[config.mk]
export PLATFORM = sky130hd
export DESIGN_NAME = cgol_frame_streamer
export DESIGN_NICKNAME = d
export VERILOG_FILES = /design/src/rtl/cgol_ws_pkg.sv /design/src/rtl/ws_latch_timer.sv /design/src/rtl/cgol_frame_streamer.sv
export SDC_FILE = /design/constraint.sdc
export NUM_CORES = 1
export LEC_CHECK = 0
export CORE_ASPECT_RATIO = 1.1
export CORE_MARGIN = 3
export CORE_UTILIZATION = 30
export DETAILED_ROUTE_END_ITERATION = 6
export SYNTH_ARGS = -nofsm -noshare
export SYNTH_HDL_FRONTEND = slang
export SYNTH_SLANG_ARGS = --single-unit
export TNS_END_PERCENT = 5
[constraint.sdc]
create_clock -name clk -period 2.44 [get_ports clk]
set_input_delay 0.488 -clock clk [delete_from_list [all_inputs] [get_ports clk]]
set_output_delay 0.488 -clock clk [all_outputs]
set_load 0.05 [all_outputs]
[src/rtl/cgol_ws_pkg.sv]
// rtl/cgol_ws_pkg.sv - shared types and constants for the WS2812B output path
package cgol_ws_pkg;

    localparam int GRB_W          = 24;
    localparam int BITS_PER_PIXEL = 24;

    localparam logic [GRB_W-1:0] DEFAULT_ALIVE_GRB = 24'h10_00_00;
    localparam logic [GRB_W-1:0] DEFAULT_DEAD_GRB  = 24'h00_00_00;

    typedef enum logic [2:0] {
        ST_IDLE,
        ST_FETCH,
        ST_LOAD,
        ST_SEND,
        ST_LATCH
    } stream_state_t;

endpackage

[src/rtl/ws_latch_timer.sv]
// rtl/ws_latch_timer.sv - down-counter that pulses o_done in the CYCLES-th cycle after i_start
module ws_latch_timer #(
    parameter int CYCLES = 3600
) (
    input  logic clk,
    input  logic rst_n,
    input  logic i_start,
    output logic o_done
);

    localparam int CNT_W = $clog2(CYCLES + 1);

    logic [CNT_W-1:0] cnt_q, cnt_d;
    logic             done_q, done_d;

    // cnt holds the cycles still to run after the current one; done is registered one early
    always_comb begin
        cnt_d  = cnt_q;
        done_d = 1'b0;
        if (i_start) begin
            cnt_d  = CNT_W'(CYCLES - 1);
            done_d = (CYCLES == 1);
        end else if (cnt_q != '0) begin
            cnt_d  = cnt_q - CNT_W'(1);
            done_d = (cnt_q == CNT_W'(1));
        end
    end

    always_ff @(posedge clk or negedge rst_n) begin
        if (!rst_n) begin
            cnt_q  <= '0;
            done_q <= 1'b0;
        end else begin
            cnt_q  <= cnt_d;
            done_q <= done_d;
        end
    end

    assign o_done = done_q;

endmodule

[src/rtl/cgol_frame_streamer.sv]
// rtl/cgol_frame_streamer.sv - walks the cell memory and serialises GRB colours to the WS2812B driver
module cgol_frame_streamer
    import cgol_ws_pkg::*;
#(
    parameter int               NUM_PIXELS   = 64,
    parameter int               ADDR_W       = (NUM_PIXELS > 1) ? $clog2(NUM_PIXELS) : 1,
    parameter logic [GRB_W-1:0] ALIVE_GRB    = DEFAULT_ALIVE_GRB,
    parameter logic [GRB_W-1:0] DEAD_GRB     = DEFAULT_DEAD_GRB,
    parameter int               LATCH_CYCLES = 3600
) (
    input  logic              clk,
    input  logic              rst_n,
    input  logic              i_start,
    output logic              o_busy,
    output logic              o_done,
    output logic              mem_rd_en,
    output logic [ADDR_W-1:0] mem_rd_addr,
    input  logic              mem_rd_data,
    output logic              o_serial,
    output logic              o_transmit,
    input  logic              i_shift
);

    stream_state_t     state_q, state_d;
    logic [ADDR_W-1:0] pix_idx_q, pix_idx_d;
    logic [4:0]        bit_cnt_q, bit_cnt_d;
    logic [GRB_W-1:0]  shift_reg_q, shift_reg_d;
    logic [GRB_W-1:0]  next_grb_q, next_grb_d;
    logic              next_valid_q, next_valid_d;
    logic              pf_due_q, pf_due_d;
    logic              mem_rd_en_q, mem_rd_en_d;
    logic [ADDR_W-1:0] mem_rd_addr_q, mem_rd_addr_d;
    logic              transmit_q, transmit_d;
    logic              busy_q, busy_d;
    logic              latch_start, latch_done;

    logic [ADDR_W:0]   pf_idx;
    logic              pf_exists, last_pix, pix_adv;

    function automatic logic [GRB_W-1:0] map_grb(input logic alive);
        return alive ? ALIVE_GRB : DEAD_GRB;
    endfunction

    assign pf_idx    = {1'b0, pix_idx_q} + (ADDR_W+1)'(2);
    assign pf_exists = pf_idx < (ADDR_W+1)'(NUM_PIXELS);
    assign last_pix  = pix_idx_q == ADDR_W'(NUM_PIXELS - 1);
    assign pix_adv   = (state_q == ST_SEND) && i_shift && (bit_cnt_q == 5'd23) && !last_pix;

    always_comb begin
        state_d       = state_q;
        pix_idx_d     = pix_idx_q;
        bit_cnt_d     = bit_cnt_q;
        shift_reg_d   = shift_reg_q;
        next_grb_d    = next_grb_q;
        next_valid_d  = next_valid_q;
        mem_rd_en_d   = 1'b0;
        mem_rd_addr_d = mem_rd_addr_q;
        transmit_d    = transmit_q;
        busy_d        = busy_q;
        latch_start   = 1'b0;
        // prefetch strobes only ever occur in SEND; their data lands one cycle later
        pf_due_d      = mem_rd_en_q && (state_q == ST_SEND);

        if (pf_due_q) begin
            next_grb_d   = map_grb(mem_rd_data);
            next_valid_d = 1'b1;
        end

        case (state_q)
            ST_IDLE: begin
                if (i_start) begin
                    state_d       = ST_FETCH;
                    pix_idx_d     = '0;
                    busy_d        = 1'b1;
                    mem_rd_en_d   = 1'b1;
                    mem_rd_addr_d = '0;
                end
            end
            ST_FETCH: state_d = ST_LOAD;
            ST_LOAD: begin
                shift_reg_d = map_grb(mem_rd_data);
                bit_cnt_d   = '0;
                transmit_d  = 1'b1;
                if (NUM_PIXELS > 1) begin
                    mem_rd_en_d   = 1'b1;
                    mem_rd_addr_d = ADDR_W'(1);
                end
                state_d = ST_SEND;
            end
            ST_SEND: begin
                if (i_shift) begin
                    shift_reg_d = shift_reg_q << 1;
                    bit_cnt_d   = bit_cnt_q + 5'd1;
                    if (bit_cnt_q == 5'd23) begin
                        bit_cnt_d = '0;
                        if (!last_pix) begin
                            shift_reg_d  = next_grb_q;
                            next_valid_d = 1'b0;
                            pix_idx_d    = pix_idx_q + ADDR_W'(1);
                            if (pf_exists) begin
                                mem_rd_en_d   = 1'b1;
                                mem_rd_addr_d = pf_idx[ADDR_W-1:0];
                            end
                        end else begin
                            transmit_d  = 1'b0;
                            latch_start = 1'b1;
                            state_d     = ST_LATCH;
                        end
                    end
                end
            end
            ST_LATCH: begin
                if (latch_done) begin
                    state_d = ST_IDLE;
                    busy_d  = 1'b0;
                end
            end
            default: state_d = ST_IDLE;
        endcase
    end

    always_ff @(posedge clk or negedge rst_n) begin
        if (!rst_n) begin
            state_q       <= ST_IDLE;
            pix_idx_q     <= '0;
            bit_cnt_q     <= '0;
            shift_reg_q   <= '0;
            next_grb_q    <= '0;
            next_valid_q  <= 1'b0;
            pf_due_q      <= 1'b0;
            mem_rd_en_q   <= 1'b0;
            mem_rd_addr_q <= '0;
            transmit_q    <= 1'b0;
            busy_q        <= 1'b0;
        end else begin
            state_q       <= state_d;
            pix_idx_q     <= pix_idx_d;
            bit_cnt_q     <= bit_cnt_d;
            shift_reg_q   <= shift_reg_d;
            next_grb_q    <= next_grb_d;
            next_valid_q  <= next_valid_d;
            pf_due_q      <= pf_due_d;
            mem_rd_en_q   <= mem_rd_en_d;
            mem_rd_addr_q <= mem_rd_addr_d;
            transmit_q    <= transmit_d;
            busy_q        <= busy_d;
        end
    end

    ws_latch_timer #(
        .CYCLES (LATCH_CYCLES)
    ) u_latch_timer (
        .clk     (clk),
        .rst_n   (rst_n),
        .i_start (latch_start),
        .o_done  (latch_done)
    );

    // a boundary without a captured prefetch means the driver shifted faster than allowed
    next_valid_at_boundary: assert property (@(posedge clk) disable iff (!rst_n) pix_adv |-> next_valid_q);

    assign o_busy      = busy_q;
    assign o_done      = latch_done;
    assign mem_rd_en   = mem_rd_en_q;
    assign mem_rd_addr = mem_rd_addr_q;
    assign o_serial    = shift_reg_q[GRB_W-1];
    assign o_transmit  = transmit_q;

endmodule
==> impl_metrics.py, run 1 <==
metrics = {
    "floorplanning": {
        "die_area_um2": 8740,
        "core_region_area_um2": 7207,
        "row_count": 32,
        "die_h_um": 97.75,
        "die_w_um": 89.41,
        "pin_count": 16,
        "initial_core_util_pct": 31.86,
    },
    "routing": {
        "wirelength_um": 4844,
        "via_per_inst": 5.431,
        "drcViolationCount": 0,
        "firstDrtPassIters": 4,
        "dr.first_iter.drc_count": 110,
        "wl_per_cell_um": 14.50,
        "ant_nets": 0,
        "via_count": 1814,
    },
    "cts": {
        "clk_pin_slew_ns": 0.08,
        "ctsResizeCount": 0,
        "clkSinkCount": 42,
        "cts_setup_buffers": 0,
        "root_buffer": "clkbuf_8",
        "clock_latency_ns": 0.29,
        "cts_buffers": 5,
        "tritoncts": "yes",
        "postCtsHoldBufs": 0,
        "htree_levels": 2,
        "clock_path_buffers": 2,
    },
    "synth": {
        "ys.flop_type": "dfrtp_1",
        "synth_cell_types": 55,
        "synth_edf_count": 0,
        "syn_nets": 240,
        "synth_warnings": 0,
        "syn_avg_cell_area_um2": 10.03,
        "netlist_area_um2": 2296,
        "yosysSeqAreaShare_pct": 45.78,
        "ys_ff_latch": 42,
        "async_flop_share_pct": 100.0,
        "postSynthCellCount": 229,
    },
    "sta": {
        "slew_viol_final": 0,
        "hold_viol_final": 0,
        "worst_slew_pin_slew_ns": 0.5776,
        "maxSlewHeadroom_pct": 61.28,
        "rsz0062_at_grt": "no",
        "setup_viol": 0,
        "min_period_over_period_pct": 82.71,
        "clock.fmax_mhz": 495.5,
        "fin_skew_ns": 0.004807,
        "final.min_clock_period_ns": 2.018,
        "fin_setup_tns_ns": 0,
    },
    "setup_path": {
        "critical_path_arrival_ns": 2.20,
        "cp_top_family": "compound AO/OA/AOI/OAI gates",
        "cp_max_fo": 7,
        "worst_setup_path_start_kind": "flip-flop",
        "cp.required_ns": 2.62,
        "path_cells": "ha_1 > and3_1 > a211oi_2 > o21ai_1 > a31o_2",
        "critPathBufInv": 0,
        "path_class": "reg2reg",
        "critPathCaptureType": "flip-flop",
        "worst_path_largest_cell_delay_ns": 0.47,
        "crit_slowest_cell": "dfrtp_1",
    },
    "global_route": {
        "antenna_found_initial": 0,
        "grt_pass1_vias": 1801,
        "grt_pass1_wl_um": 8659,
        "grt-ovfl-total": 0,
        "grt_max_degree": 43,
        "grt_usage_pct": 12.12,
    },
    "placed_design": {
        "gp_congestion": 0.7747,
        "portBuffers": 15,
        "dp_cells": 326,
        "postPlaceCellArea_um2": 2555,
        "dpl.hpwl_um": 3483,
    },
    "layout": {
        "synthToLayoutAreaGrowth_pct": 16.08,
        "final_cells": 334,
        "fillers": 739,
        "drive_gt1_share_pct": 15.26,
        "nNetsFinal": 259,
        "design_area_um2": 2665,
        "final_cell_mix": "42 x dfrtp_1, 27 x nand2_1, 15 x o21ai_0, 14 x clkdlybuf4s50_1, 11 x nor2_1",
        "diodes": 0,
        "final_common_cell": "dfrtp_1",
    },
    "power": {
        "p_total_mw": 1.452,
        "p_leak_nw": 1.109,
        "power_density_nw_per_um2": 544.7,
        "peakVddDrop_v": 0.0002663,
    },
    "min_path": {
        "hp-class": "in2async",
    },
    "flow_run": {
        "drv_cap": 0,
    },
    "run_status": {
        "status": "completed",
    },
}
final timing paths:
check	start	end	slack, ns	depth (start not counted)
setup reg to reg	pix_idx_q[0]	mem_rd_addr[5]	0.42	5
hold reg to reg	shift_reg_q[22]	shift_reg_q[23]	0.51	1
max in group asynchronous	rst_n	mem_rd_addr[0]	1.81	2
min in group clk	shift_reg_q[22]	shift_reg_q[23]	0.51	1
hold / removal	rst_n	u_latch_timer.cnt_q[1]	0.24	2
setup / recovery	pix_idx_q[0]	mem_rd_addr[5]	0.42	5
kinds of logic after synthesis:
| logic type | share of synthesized area [%] |
|---|---|
| AO/OA/AOI/OAI | 16.57 |
| XOR/XNOR | 3.052 |
| adder cells (fa/ha/maj) | 3.270 |
| buffers and inverters | 3.597 |
| flip-flops | 45.78 |
| multiplexers | 3.161 |
| AND/OR/NAND/NOR | 24.58 |
area by class of cell:
type | count | area [µm²] | share of cell area (%)
multi-input combinational | 168 | 1162 | 43.61
sequential | 42 | 1051 | 39.44
timing repair buffer | 23 | 205.2 | 7.700
clock buffer | 8 | 110.1 | 4.131
tap | 85 | 106.4 | 3.991
inverter | 8 | 30.03 | 1.127
cell usage after synthesis (4+ instances only):
master / instances / share of area (%)
dfrtp_1: 42 / 46
nand2_1: 27 / 4.4
inv_1: 8 / 1.3
nor2_1: 11 / 1.8
xnor2_1: 7 / 2.7
a21oi_1: 8 / 1.7
ha_1: 6 / 3.3
clkbuf_1: 4 / 0.65
nor4_1: 4 / 1.1
a22o_1: 5 / 1.9
o21ai_0: 15 / 3.3
mux2i_1: 5 / 2.2
nor3_1: 5 / 1.1
o211ai_1: 4 / 1.3
nand4_1: 8 / 2.2
nand3_1: 10 / 2.2
and3_1: 6 / 1.6
buf_2: 6 / 1.3
through the flow:
stage | hold WS [ns] | utilization [%] | setup WS [ns]
after global routing | 0.2868 | 36.98 | 0.2715
after CTS | 0.2757 | 36.98 | 0.4311
after floorplan | 0.1924 | - | 0.6739
final | 0.2440 | 36.98 | 0.4220
after global placement | 0.4750 | 35.45 | 0.2950
after detailed placement | 0.4881 | 35.45 | 0.2733
flip-flops by register name, summed over array words and instances (netlist names), 3 cells and up:
name / cells
bit_cnt_q: 5
mem_rd_addr: 6
pix_idx_q: 6
shift_reg_q: 4
state_q: 3
u_latch_timer.cnt_q: 12
metal layers:
| metal | track usage [%] | up-vias | routed length (µm) |
|---|---|---|---|
| met1 | 17.80 | 893 | 2479 |
| li1 | - | 881 | - |
| met4 | 3.322 | 0 | 65 |
| met2 | 17.70 | 32 | 2129 |
| met3 | 2.869 | 8 | 170 |
| met5 | 0 | - | 0 |
power by group:
part           switching [mW]  internal, mW  leakage, nW
clock network           0.231         0.286       0.0575
logic                  0.0844        0.0654        0.548
registers              0.0480         0.737        0.503
Note: power is estimated with default switching activity, not from simulation.
==> run 2: changes to the inputs <==
clock period = 2.1 ns   (was 2.44 ns; I/O delays follow)
==> run 2 against run 1 <==
Effect of this change: via count increased by 0.77%; utilization increased by 0.71 points; die area did not move; register-to-register slack got worse by 0.19 ns; sequential cell count stayed put; largest cell class unchanged; largest power group unchanged.
==> impl_metrics.py, run 2 (same netlist as run 1, synthesis figures left out) <==
metrics = {
    "run_status": {
        "status": "completed",
    },
    "cts": {
        "clock_latency_ns": 0.30,
        "postCtsHoldBufs": 0,
        "root_buffer": "clkbuf_8",
        "htree_levels": 2,
        "clock_path_buffers": 2,
        "cts_buffers": 5,
        "cts_setup_buffers": 0,
        "tritoncts": "yes",
        "ctsResizeCount": 0,
        "clkSinkCount": 42,
        "clk_pin_slew_ns": 0.09,
    },
    "floorplanning": {
        "die_area_um2": 8740,
        "die_w_um": 89.41,
        "initial_core_util_pct": 31.86,
        "core_region_area_um2": 7207,
        "row_count": 32,
        "pin_count": 16,
        "die_h_um": 97.75,
    },
    "sta": {
        "final.min_clock_period_ns": 1.934,
        "setup_viol": 0,
        "fin_setup_tns_ns": 0,
        "worst_slew_pin_slew_ns": 0.7362,
        "slew_viol_final": 0,
        "fin_skew_ns": 0.01392,
        "hold_viol_final": 0,
        "clock.fmax_mhz": 517.0,
        "min_period_over_period_pct": 92.11,
        "maxSlewHeadroom_pct": 50.92,
        "rsz0062_at_grt": "no",
        "holdWs_ns": 0.1727,
    },
    "setup_path": {
        "worstRegToRegCells": 5,
        "reg2reg_from": "pix_idx_q[1]",
        "cp_max_fo": 3,
        "path_class": "reg2out",
        "cp.required_ns": 1.68,
        "r2r-end": "pix_idx_q[2]",
        "worst_path_largest_cell_delay_ns": 0.82,
        "critPathCaptureType": "output pin",
        "crit_slowest_cell": "clkdlybuf4s50_1",
        "critical_path_arrival_ns": 1.51,
        "rrSetupSlack_ns": 0.23,
        "worst_setup_path_start_kind": "flip-flop",
        "cp_top_family": "buffers and inverters",
        "path_cells": "clkdlybuf4s50_1",
        "critPathBufInv": 1,
    },
    "power": {
        "p_int_mw": 1.181,
        "peakVddDrop_v": 0.0002773,
        "p_leak_nw": 1.141,
        "power_density_nw_per_um2": 606.2,
        "p_clk_share_pct": 33.3,
        "p_seq_share_pct": 55.1,
        "switchingPower_mw": 0.4655,
        "power_frac_comb_pct": 11.5,
        "netSwitchingFraction_pct": 28.27,
    },
    "global_route": {
        "grt_pass1_vias": 1699,
        "antenna_found_initial": 0,
        "grt_usage_pct": 11.52,
        "grt_pass1_wl_um": 8100,
        "grt-ovfl-total": 0,
        "grt_max_degree": 33,
    },
    "routing": {
        "via_count": 1828,
        "ant_nets": 0,
        "wirelength_um": 4822,
        "dr.first_iter.drc_count": 101,
        "firstDrtPassIters": 4,
        "wl_per_cell_um": 14.06,
        "via_per_inst": 5.329,
        "drcViolationCount": 0,
    },
    "layout": {
        "nNetsFinal": 268,
        "register_area_um2": 1051,
        "largest_register_ffs": 12,
        "regMostFlops": "u_latch_timer.cnt_q",
        "final_cell_mix": "42 x dfrtp_1, 27 x nand2_1, 17 x buf_4, 15 x o21ai_0, 14 x clkdlybuf4s50_1",
        "diodes": 0,
        "design_area_um2": 2716,
        "multiInputGateArea_um2": 1162,
        "drive_gt1_share_pct": 18.22,
        "synthToLayoutAreaGrowth_pct": 18.31,
        "final_common_cell": "dfrtp_1",
        "fillers": 730,
    },
    "placed_design": {
        "dpl.hpwl_um": 3606,
        "portBuffers": 15,
        "gp_congestion": 0.7605,
        "postPlaceCellArea_um2": 2623,
    },
    "flow_run": {
        "drv_cap": 0,
    },
    "min_path": {
        "hp-class": "in2async",
    },
}
==> run 2: worst max-delay path by stage <==
stage,cells past startpoint,endpoint,start
4_1_cts,1,o_done,u_latch_timer.o_done
5_1_grt,5,pix_idx_q[2],pix_idx_q[1]
2_1_floorplan,7,u_latch_timer.cnt_q[5],u_latch_timer.cnt_q[0]
3_3_place_gp,5,mem_rd_addr[0],i_shift
3_5_place_dp,5,mem_rd_addr[0],i_shift
6_report,1,o_busy,o_busy
==> run 2: cell type report <==
cell class,instances,area share (%)
clock buffers,5,2.533
clock inverters,3,0.9212
inverters,8,1.105
multi-input cells,168,42.79
flip-flops and latches,42,38.69
well taps,85,3.915
repair buffers,32,10.04
==> run 2: power groups by stage <==
stage / clock, mW / combinational (mW) / sequential (mW)
2_1_floorplan: 0 / 0.0927 / 0.941
3_3_place_gp: 0 / 0.188 / 0.921
3_5_place_dp: 0 / 0.194 / 0.921
4_1_cts: 0.575 / 0.193 / 0.907
5_1_grt: 0.612 / 0.210 / 0.917
6_report: 0.549 / 0.190 / 0.908
==> run 2: metal layers <==
layer	GRT usage (%)	vias to the layer above	wire, µm
li1	-	906	-
met1	16.69	886	2392
met2	17.07	31	2220
met3	2.532	5	169
met4	3.436	0	40
met5	0	-	0
==> run 2: per-stage QoR <==
stage	worst slack [ns]	std cells	utilization [%]	power, mW
final	0.1657	343	37.69	1.647
after detailed placement	0.07489	335	36.39	1.116
after global placement	0.08126	335	36.39	1.109
after floorplan	0.3339	229	-	1.033
after global routing	0.09337	343	37.69	1.739
after CTS	0.1473	343	37.69	1.675
